===== config.mk =====
export PLATFORM = sky130hd
export DESIGN_NAME = serial_alu_ctrl_flat
export DESIGN_NICKNAME = d
export VERILOG_FILES = /design/src/rtl/serial_alu_ctrl_if.sv /design/src/rtl/serial_alu_ctrl.sv /design/src/flat_wrapper.sv
export SDC_FILE = /design/constraint.sdc
export NUM_CORES = 1
export LEC_CHECK = 0
export BUFFER_PORTS_ARGS = -buffer_cell sky130_fd_sc_hd__buf_2
export CAP_MARGIN = 5
export CORE_MARGIN = 3
export CORE_UTILIZATION = 51
export DETAILED_ROUTE_END_ITERATION = 8
export HOLD_SLACK_MARGIN = 0.15
export PLACE_DENSITY_LB_ADDON = 0.05
export SYNTH_ARGS = -nofsm -noshare
export SYNTH_HDL_FRONTEND = slang
export SYNTH_SLANG_ARGS = --single-unit

===== constraint.sdc =====
create_clock -name clk -period 13.9 [get_ports clk]
set_input_delay 2.78 -clock clk [delete_from_list [all_inputs] [get_ports clk]]
set_output_delay 2.78 -clock clk [all_outputs]
set_load 0.01 [all_outputs]

===== src/rtl/serial_alu_ctrl_if.sv =====
// ---------------------------------------------------------------------------
// serial_alu_ctrl_if
// Request/response bundle between the EX stage (master) and the bit-serial
// ALU controller (slave).
//   start   : request, accepted only while the controller is idle
//   abort   : synchronous cancel of an in-flight operation
//   alu_op  : 000 AND, 001 OR, 010 ADD, 110 SUB, 111 SLT
//   op_a/b  : operands, sampled on the accept edge
//   busy    : operation in progress
//   done    : one-cycle completion pulse
//   result  : result word, stable from done until the next accept
//   zero    : result == 0
//   ovf     : signed overflow (ADD/SUB only)
//   op_err  : unsupported alu_op, valid with done
// ---------------------------------------------------------------------------
interface serial_alu_ctrl_if #(
  parameter int WIDTH = 32
);
  logic             start;
  logic             abort;
  logic [2:0]       alu_op;
  logic [WIDTH-1:0] op_a;
  logic [WIDTH-1:0] op_b;
  logic             busy;
  logic             done;
  logic [WIDTH-1:0] result;
  logic             zero;
  logic             ovf;
  logic             op_err;

  modport master (
    output start, abort, alu_op, op_a, op_b,
    input  busy, done, result, zero, ovf, op_err
  );

  modport slave (
    input  start, abort, alu_op, op_a, op_b,
    output busy, done, result, zero, ovf, op_err
  );
endinterface


===== src/rtl/serial_alu_ctrl.sv =====
// ---------------------------------------------------------------------------
// serial_alu_ctrl
// Drives a single external 1-bit ALU slice bit-serially (LSB first) for WIDTH
// cycles to execute one AND/OR/ADD/SUB/SLT on WIDTH-bit operands.
// Ports:
//   clk, rst        : rising-edge clock, asynchronous active-high reset
//   ex              : request/response bundle (slave side), see the interface
//   slice_a/b/cin   : operand bits and carry-in for the current bit
//   slice_binvert   : invert b inside the slice (SUB/SLT)
//   slice_sel       : slice result mux (0 AND, 1 OR, 2 SUM, 3 LESS)
//   slice_less      : less input of the slice, tied low
//   slice_out       : slice result bit
//   slice_cout      : slice carry out
//   slice_set       : slice adder sum bit (sign of the difference at the MSB)
// ---------------------------------------------------------------------------
module serial_alu_ctrl #(
  parameter int WIDTH = 32,
  parameter int CNT_W = 6
) (
  input  logic             clk,
  input  logic             rst,
  serial_alu_ctrl_if.slave ex,
  output logic             slice_a,
  output logic             slice_b,
  output logic             slice_cin,
  output logic             slice_binvert,
  output logic [1:0]       slice_sel,
  output logic             slice_less,
  input  logic             slice_out,
  input  logic             slice_cout,
  input  logic             slice_set
);

  typedef enum logic [1:0] {
    IDLE,
    RUN,
    SLT_FIX,
    DONE
  } state_t;

  localparam logic [CNT_W-1:0] LAST_BIT = CNT_W'(WIDTH - 1);

  state_t           state;
  logic [WIDTH-1:0] a_sh;
  logic [WIDTH-1:0] b_sh;
  logic [WIDTH-1:0] res_sh;
  logic [CNT_W-1:0] cnt;
  logic             carry_q;
  logic [1:0]       sel_q;
  logic             binvert_q;
  logic             is_slt_q;
  logic             is_arith_q;
  logic             set_msb_q;
  logic             ovf_sub_q;
  // An unsupported op is reported one cycle after acceptance; this flag holds
  // the controller in IDLE (ignoring start) for that cycle.
  logic             err_pend;

  // Op decode
  logic             dec_legal;
  logic [1:0]       dec_sel;
  logic             dec_binvert;

  always_comb begin
    dec_legal   = 1'b1;
    dec_sel     = 2'd0;
    dec_binvert = 1'b0;
    case (ex.alu_op)
      3'b000: dec_sel = 2'd0;
      3'b001: dec_sel = 2'd1;
      3'b010: dec_sel = 2'd2;
      3'b110: begin dec_sel = 2'd2; dec_binvert = 1'b1; end
      3'b111: begin dec_sel = 2'd2; dec_binvert = 1'b1; end
      default: dec_legal = 1'b0;
    endcase
  end

  // Slice drive: derived from registers, forced low outside RUN
  logic run;
  assign run           = (state == RUN);
  assign slice_a       = run & a_sh[0];
  assign slice_b       = run & b_sh[0];
  assign slice_cin     = run & ((cnt == '0) ? binvert_q : carry_q);
  assign slice_binvert = run & binvert_q;
  assign slice_sel     = run ? sel_q : 2'd0;
  assign slice_less    = 1'b0;

  // Next result word once the current slice bit is shifted in at the MSB
  logic [WIDTH-1:0] res_next;
  assign res_next = {slice_out, res_sh[WIDTH-1:1]};

  // Signed overflow at the MSB: carry into the sign bit differs from carry out
  logic msb_ovf;
  assign msb_ovf = slice_cin ^ slice_cout;

  // Signed less-than = sign of the difference corrected by overflow
  logic slt_bit;
  assign slt_bit = set_msb_q ^ ovf_sub_q;

  always_ff @(posedge clk or posedge rst) begin
    if (rst) begin
      state      <= IDLE;
      a_sh       <= '0;
      b_sh       <= '0;
      res_sh     <= '0;
      cnt        <= '0;
      carry_q    <= 1'b0;
      sel_q      <= 2'd0;
      binvert_q  <= 1'b0;
      is_slt_q   <= 1'b0;
      is_arith_q <= 1'b0;
      set_msb_q  <= 1'b0;
      ovf_sub_q  <= 1'b0;
      err_pend   <= 1'b0;
      ex.busy    <= 1'b0;
      ex.done    <= 1'b0;
      ex.result  <= '0;
      ex.zero    <= 1'b1;
      ex.ovf     <= 1'b0;
      ex.op_err  <= 1'b0;
    end else begin
      case (state)
        IDLE: begin
          ex.done <= 1'b0;
          if (err_pend) begin
            err_pend  <= 1'b0;
            state     <= DONE;
            ex.done   <= 1'b1;
            ex.result <= '0;
            ex.zero   <= 1'b1;
            ex.ovf    <= 1'b0;
            ex.op_err <= 1'b1;
          end else if (ex.start) begin
            // start wins over a simultaneous abort here
            if (dec_legal) begin
              a_sh       <= ex.op_a;
              b_sh       <= ex.op_b;
              sel_q      <= dec_sel;
              binvert_q  <= dec_binvert;
              is_slt_q   <= (ex.alu_op == 3'b111);
              is_arith_q <= (ex.alu_op == 3'b010) || (ex.alu_op == 3'b110);
              cnt        <= '0;
              carry_q    <= 1'b0;
              state      <= RUN;
              ex.busy    <= 1'b1;
            end else begin
              err_pend <= 1'b1;
            end
          end
        end

        RUN: begin
          if (ex.abort) begin
            state   <= IDLE;
            ex.busy <= 1'b0;
          end else begin
            a_sh    <= a_sh >> 1;
            b_sh    <= b_sh >> 1;
            res_sh  <= res_next;
            carry_q <= slice_cout;
            cnt     <= cnt + 1'b1;
            if (cnt == LAST_BIT) begin
              if (is_slt_q) begin
                set_msb_q <= slice_set;
                ovf_sub_q <= msb_ovf;
                state     <= SLT_FIX;
              end else begin
                state     <= DONE;
                ex.busy   <= 1'b0;
                ex.done   <= 1'b1;
                ex.result <= res_next;
                ex.zero   <= (res_next == '0);
                ex.ovf    <= is_arith_q & msb_ovf;
                ex.op_err <= 1'b0;
              end
            end
          end
        end

        SLT_FIX: begin
          ex.busy <= 1'b0;
          if (ex.abort) begin
            state <= IDLE;
          end else begin
            res_sh    <= {{(WIDTH-1){1'b0}}, slt_bit};
            state     <= DONE;
            ex.done   <= 1'b1;
            ex.result <= {{(WIDTH-1){1'b0}}, slt_bit};
            ex.zero   <= ~slt_bit;
            ex.ovf    <= 1'b0;
            ex.op_err <= 1'b0;
          end
        end

        DONE: begin
          // start is deliberately ignored here; the requester retries in IDLE
          ex.done <= 1'b0;
          state   <= IDLE;
        end

        default: begin
          state   <= IDLE;
          ex.busy <= 1'b0;
          ex.done <= 1'b0;
        end
      endcase
    end
  end

endmodule


===== src/flat_wrapper.sv =====
// flat-port wrapper written by rule: the top's interface ports become plain ports
module serial_alu_ctrl_flat 
#(
  parameter int WIDTH = 32,
  parameter int CNT_W = 6
)
  (clk, rst, slice_a, slice_b, slice_cin, slice_binvert, slice_sel, slice_less, slice_out, slice_cout, slice_set, ex_start, ex_abort, ex_alu_op, ex_op_a, ex_op_b, ex_busy, ex_done, ex_result, ex_zero, ex_ovf, ex_op_err);
  serial_alu_ctrl_if #(.WIDTH(WIDTH)) ex_i ();
  input  logic clk;
  input  logic rst;
  output logic slice_a;
  output logic slice_b;
  output logic slice_cin;
  output logic slice_binvert;
  output logic [1:0] slice_sel;
  output logic slice_less;
  input  logic slice_out;
  input  logic slice_cout;
  input  logic slice_set;
  input wire logic [$bits(ex_i.start)-1:0] ex_start;
  input wire logic [$bits(ex_i.abort)-1:0] ex_abort;
  input wire logic [$bits(ex_i.alu_op)-1:0] ex_alu_op;
  input wire logic [$bits(ex_i.op_a)-1:0] ex_op_a;
  input wire logic [$bits(ex_i.op_b)-1:0] ex_op_b;
  output wire logic [$bits(ex_i.busy)-1:0] ex_busy;
  output wire logic [$bits(ex_i.done)-1:0] ex_done;
  output wire logic [$bits(ex_i.result)-1:0] ex_result;
  output wire logic [$bits(ex_i.zero)-1:0] ex_zero;
  output wire logic [$bits(ex_i.ovf)-1:0] ex_ovf;
  output wire logic [$bits(ex_i.op_err)-1:0] ex_op_err;
  assign ex_i.start = ex_start;
  assign ex_i.abort = ex_abort;
  assign ex_i.alu_op = ex_alu_op;
  assign ex_i.op_a = ex_op_a;
  assign ex_i.op_b = ex_op_b;
  assign ex_busy = ex_i.busy;
  assign ex_done = ex_i.done;
  assign ex_result = ex_i.result;
  assign ex_zero = ex_i.zero;
  assign ex_ovf = ex_i.ovf;
  assign ex_op_err = ex_i.op_err;
  serial_alu_ctrl #(.WIDTH(WIDTH), .CNT_W(CNT_W)) u_core (.clk(clk), .rst(rst), .ex(ex_i), .slice_a(slice_a), .slice_b(slice_b), .slice_cin(slice_cin), .slice_binvert(slice_binvert), .slice_sel(slice_sel), .slice_less(slice_less), .slice_out(slice_out), .slice_cout(slice_cout), .slice_set(slice_set));
endmodule

## After elaboration in Yosys (flattened, before gate mapping)

Index checks and enable logic that the tools add are counted.

| storage, ports and cells | value |
|---|---|
| flip-flop bits (word level) | 150 |
| input port bits | 74 |
| output and inout bits | 44 |
| word-level logic and storage cells | 140 |

| cells by class | value |
|---|---|
| reduce and logical (&&, ||, !) cells | 19 |
| bitwise gates (word level) | 10 |
| equality and inequality tests | 20 |
| $add $sub $neg | 1 |
| multiplexer cells | 71 |

Operators with widths:

| cell | count |
|---|---|
| $mux W32 | 14 |
| $pmux W32 S2 | 3 |
| $pmux W32 S3 | 1 |
| $mux W1 | 33 |
| $logic_not A32 Y1 | 1 |
| $mux W6 | 4 |
| $mux W2 | 7 |
| $ne A2 B2 Y1 const B | 6 |
| $pmux W1 S3 | 4 |
| $pmux W6 S2 | 1 |
| $reduce_and A4 Y1 | 3 |
| $reduce_and A6 Y1 | 2 |
| $pmux W2 S4 | 1 |
| $add A6 B1 Y6 const B | 1 |
| $eq A3 B3 Y1 const B | 2 |
| $eq A6 B5 Y1 const B | 1 |
| $logic_not A6 Y1 | 1 |
| $ne A3 B3 Y1 const B | 2 |
| $reduce_and A3 Y1 | 2 |
| $and A1 B1 Y1 | 5 |
| $reduce_and A5 Y1 | 1 |
| $reduce_or A5 Y1 | 1 |
| $eq A2 B2 Y1 const B | 2 |
| $ne A2 B1 Y1 const B | 2 |
| other kinds (17) | 21 |

## Depth between registers and ports, before layout

| depth | value |
|---|---|
| word-level depth | 9 |
| mapped depth | 8 |
| depth with buffers taken out | 6 |

## Least setup slack after synthesis

Ideal clock, no wire load.

| path | value |
|---|---|
| path type | flip-flop to output port |
| from | register u_core.state[1] |
| to | output port slice_b |
| slack | 9400 ps |
| arrival | 1720 ps |
| cell stages (with the launch flop) | 7 |
| path buffers | 3 |
| path through | dfrtp_1 > inv_1 > ha_1 > clkbuf_1 > clkbuf_1 > clkbuf_1 > and2_1 |

| on the way | value |
|---|---|
| cells in the longest elaborated chain, start to end | 2 |

Ends and longest elaborated chain:

| item | line | source |
|---|---|---|
| from (decl) | serial_alu_ctrl.sv:43 | `state_t state;` |
| from (signal assigned) | serial_alu_ctrl.sv:102 | `state <= IDLE;` |
| from (signal assigned) | serial_alu_ctrl.sv:127 | `state <= DONE;` |
| from (signal assigned) | serial_alu_ctrl.sv:144 | `state <= RUN;` |
| $eq A2 B1 Y1 | serial_alu_ctrl.sv:80 | `assign run = (state == RUN);` |
| $and A1 B1 Y1 | serial_alu_ctrl.sv:82 | `assign slice_b = run & b_sh[0];` |
| to (decl) | flat_wrapper.sv:12 | `output logic slice_b;` |

No other way between the ends.

## Worst setup path after layout

| path | value |
|---|---|
| from | register u_core.state[1] |
| to | output port slice_cin |

| on the way | value |
|---|---|
| cells in the longest elaborated chain, start to end | 2 |

Ends and longest elaborated chain:

| item | line | source |
|---|---|---|
| $eq A2 B1 Y1 | serial_alu_ctrl.sv:80 |  |
| $and A1 B1 Y1 | serial_alu_ctrl.sv:83 | `assign slice_cin = run & ((cnt == '0) ? binvert_q : carry_q);` |
| to (decl) | flat_wrapper.sv:13 | `output logic slice_cin;` |

No other way between the ends.

==> impl_metrics.tcl <==
set metrics [dict create \
    path_class "flip-flop to output pin" \
    synth_enable_flop_cells 0 \
    die_h_um 123.4 \
    final.setup.tns_ns 0 \
    dieArea_um2 15240 \
    drv_cap 0 \
    r2r_start "u_core.state[1]$_DFFE_PP0P_" \
    min_from "u_core.ovf_sub_q$_DFFE_PP0P_" \
    synth.avg_cell_area_um2 9.623 \
    nets 899 \
    cts_resized 0 \
    synth.ff_latch_count 149 \
    ir_worst_vdd_uv 129.0 \
    num_rows 42 \
    gr-usage-all-layers 0.2225 \
    layout_min_cycle_time_ns 5.408 \
    gp_congestion 0.8356 \
    cts_tree "built" \
    start_util 0.5270 \
    cts.sinks 149 \
    dp.cells 975 \
    die_x_um 123.4 \
    synth_warnings 0 \
    drtAntennaViolNets 0 \
    drive_gt1_frac 0.2099 \
    ys_types 50 \
    ios 118 \
    syn_nets 812 \
    drt-initial-drc-count 516 \
    fin_crit_sh 0.3890 \
    antenna_cells 0 \
    yosys_most_used_dff "dfrtp_1" \
    critPathMaxFanout 51 \
    max_slew_margin 0.3588 \
    min_to "u_core.ovf_sub_q$_DFFE_PP0P_" \
    io_buffers 116 \
    gr-total-overflow 0 \
    htree_levels 4 \
    post-place-ws_ns 8.244 \
    postCtsSetupBuffers 0 \
    total_leakage_power_nw 3.839 \
    powerDensity_nw_per_um2 240.7 \
    crit_required_ns 11.12 \
    slew_viol_final 0 \
    fmax_ghz 0.1849 \
    reg2reg_slack_ns 10.25 \
    worst-slew-pin-transition_ns 0.9618 \
    r2r_cells 8 \
    finalInstanceArea_um2 8312 \
    arrival_ns 2.63 \
    numCtsBuffers 17 \
    holdBufCountCts 0 \
    vias 5630 \
    dpl.hpwl_um 10500 \
    cp-startpoint "u_core.state[1]$_DFFE_PP0P_" \
    vias_per_cell 5.602 \
    cpPeakStageDelay_ns 0.63 \
    cp_top_family "simple AND/OR/NAND/NOR gates" \
    totalWireLength_um 16220 \
    layout.cells.non_filler 1005 \
    area_delta_synth_final_pct 18.16 \
    cp_common_cell "nand2_1" \
    hold_path_class "flip-flop to flip-flop" \
    cts_root_buf "clkbuf_16" \
    path_cells "inv_1 -> ha_4 -> nand2_1 -> or4_1 -> nand2_1 -> buf_2" \
    grt_pass1_vias 5523 \
    setup_slack_ns 8.492 \
    path_clk_slew_ns 0.06 \
    route.detailed.wl_per_inst_um 16.14 \
    startpoint_type "flip-flop" \
    synthCells 731 \
    async_reset_ff_frac 1.000 \
    dr.pass1.iters 5 \
    cp-end-kind "output pin" \
    grt_pass1_wl_um 27010 \
    synth-seq-area-share 0.5302 \
    syn_area_um2 7034 \
    num-fill-cells 1165 \
    skew_ns 0.007709 \
    clk_path_buf_depth 2 \
    status "finished, final reports clean" \
    antenna_found_initial 1 \
    core_um2 13350 \
    crit_slowest_cell "or4_1" \
    rr_endpoint "u_core.b_sh[0]$_DFFE_PP0P_" \
    hold_viol 0 \
    place_area_um2 7696 \
    hold_depth 2 \
    setup_viol 0 \
    grt_max_degree 76 \
    drcViolationCount 0 \
    clock_latency_ns 0.41 \
    rsz0062_at_grt "no" \
    path_buf_inv 2 \
]
area by class of cell:
class	instances	area, um2	share of cell area
Sequential cell	149	3730	0.4487
Timing Repair Buffer	124	640.6	0.07707
Multi-Input combinational cell	510	3040	0.3658
Clock inverter	8	121.4	0.01460
Tap cell	176	220.2	0.02649
Clock buffer	22	494.2	0.05946
Inverter	16	65.06	0.007828
flip-flops by register name, indices dropped and copies added (netlist names):
register and count:
u_core.ex.ovf 1, u_core.res_sh 31, u_core.b_sh 32, u_core.ex.result 32, u_core.cnt 6, u_core.err_pend 1, u_core.ex.op_err 1, u_core.ovf_sub_q 1
u_core.set_msb_q 1, u_core.binvert_q 1, u_core.is_arith_q 1, u_core.ex.busy 1, u_core.sel_q 2, u_core.ex.zero 1, u_core.state 2, u_core.a_sh 32
u_core.is_slt_q 1, u_core.carry_q 1, u_core.ex.done 1
report_power, final:
group          total (mW)  internal (mW)  switching (mW)  leakage [nW]
Sequential          0.706          0.597           0.109          1.85
Clock               0.475          0.304           0.171         0.304
Combinational       0.819          0.299           0.521          1.69
worst max-delay path by stage:
stage | endpoint | slack (ns) | cells after the start
after global placement | u_core.b_sh[0]$_DFFE_PP0P_ | 8.27 | 7
after CTS | slice_cin | 8.47 | 6
after detailed placement | u_core.a_sh[0]$_DFFE_PP0P_ | 8.24 | 7
final | slice_cin | 8.49 | 6
after floorplan | u_core.a_sh[0]$_DFFE_PP0P_ | 7.11 | 1
after global routing | slice_cin | 8.32 | 6
per-layer routing:
layer / vias to the layer above / share of wire / global-route usage
met5: - / 0.00080 / 0
met4: 2 / 0.012 / 0.07266
met3: 20 / 0.047 / 0.04758
met2: 124 / 0.50 / 0.3677
met1: 2728 / 0.44 / 0.2931
li1: 2756 / - / -
synth_stat cells (all sizes together), types with 2 or more instances:
cell type    n  share of area
nor4         7         0.0062
nand2      108          0.058
and3         2         0.0018
o22ai        2         0.0018
nand3        6         0.0043
a31o         3         0.0037
and4         2         0.0025
and2         5         0.0044
nor2        10         0.0053
clkbuf      41          0.022
nor2b        6         0.0053
mux2i       60          0.085
buf         15          0.011
o31ai        2         0.0021
nand3b       4         0.0043
nand4        5         0.0044
inv         16         0.0085
ha           7          0.012
o21ai      104          0.074
mux2         9          0.014
a21o         3         0.0032
a22o         4         0.0050
nand2b       3         0.0027
dfrtp      148           0.53
a22oi        2         0.0021
a21oi      128          0.091
or4          2         0.0021
o2bb2ai      3         0.0037
or3          2         0.0018
or2          2         0.0018
a311oi       2         0.0025
nor4b        3         0.0037
stage by stage:
stage | hold slack [ns] | util | total power, mW
floorplan | 0.4531 | - | 1.319
detailed placement | 0.4887 | 0.5766 | 1.536
global route | 0.5225 | 0.6227 | 2.156
finish | 0.4992 | 0.6227 | 2.000
global placement | 0.4790 | 0.5766 | 1.504
CTS | 0.5017 | 0.6227 | 2.015
worst min-delay path: stages (launching register included):
cell     delay (ns)
dfrtp_1        0.36
nand2_1        0.05
nand3_1        0.06
cell usage in the layout (no fill, tap or decap), drive strengths merged, types with 4 or more instances in the layout:
cell | synthesis | layout
mux2 | 9 | 9
mux2i | 60 | 60
nor4 | 7 | 7
and2 | 5 | 5
buf | 15 | 124
inv | 16 | 17
nand3 | 6 | 6
nor2 | 10 | 10
nand2 | 108 | 108
nand4 | 5 | 5
o21ai | 104 | 104
clkbuf | 41 | 22
ha | 7 | 7
nand3b | 4 | 4
a21oi | 128 | 128
nor2b | 6 | 6
dfrtp | 148 | 148
a22o | 4 | 4
logic make-up (layout without fill, tap and decap cells):
family | after synthesis | count (layout) | synth area share
adders and majority gates | 7 | 7 | 0.01245
xor gates and xnor gates | 1 | 1 | 0.001245
DFF | 149 | 149 | 0.5302
buffers and inverters | 72 | 170 | 0.04162
and+or+nand+nor | 169 | 169 | 0.1103
AOI/OAI and AO/OA | 263 | 263 | 0.2038
muxes | 69 | 69 | 0.09979
other | 1 | 1 | 0.0005331
Note: power is estimated with default switching activity, not from simulation.
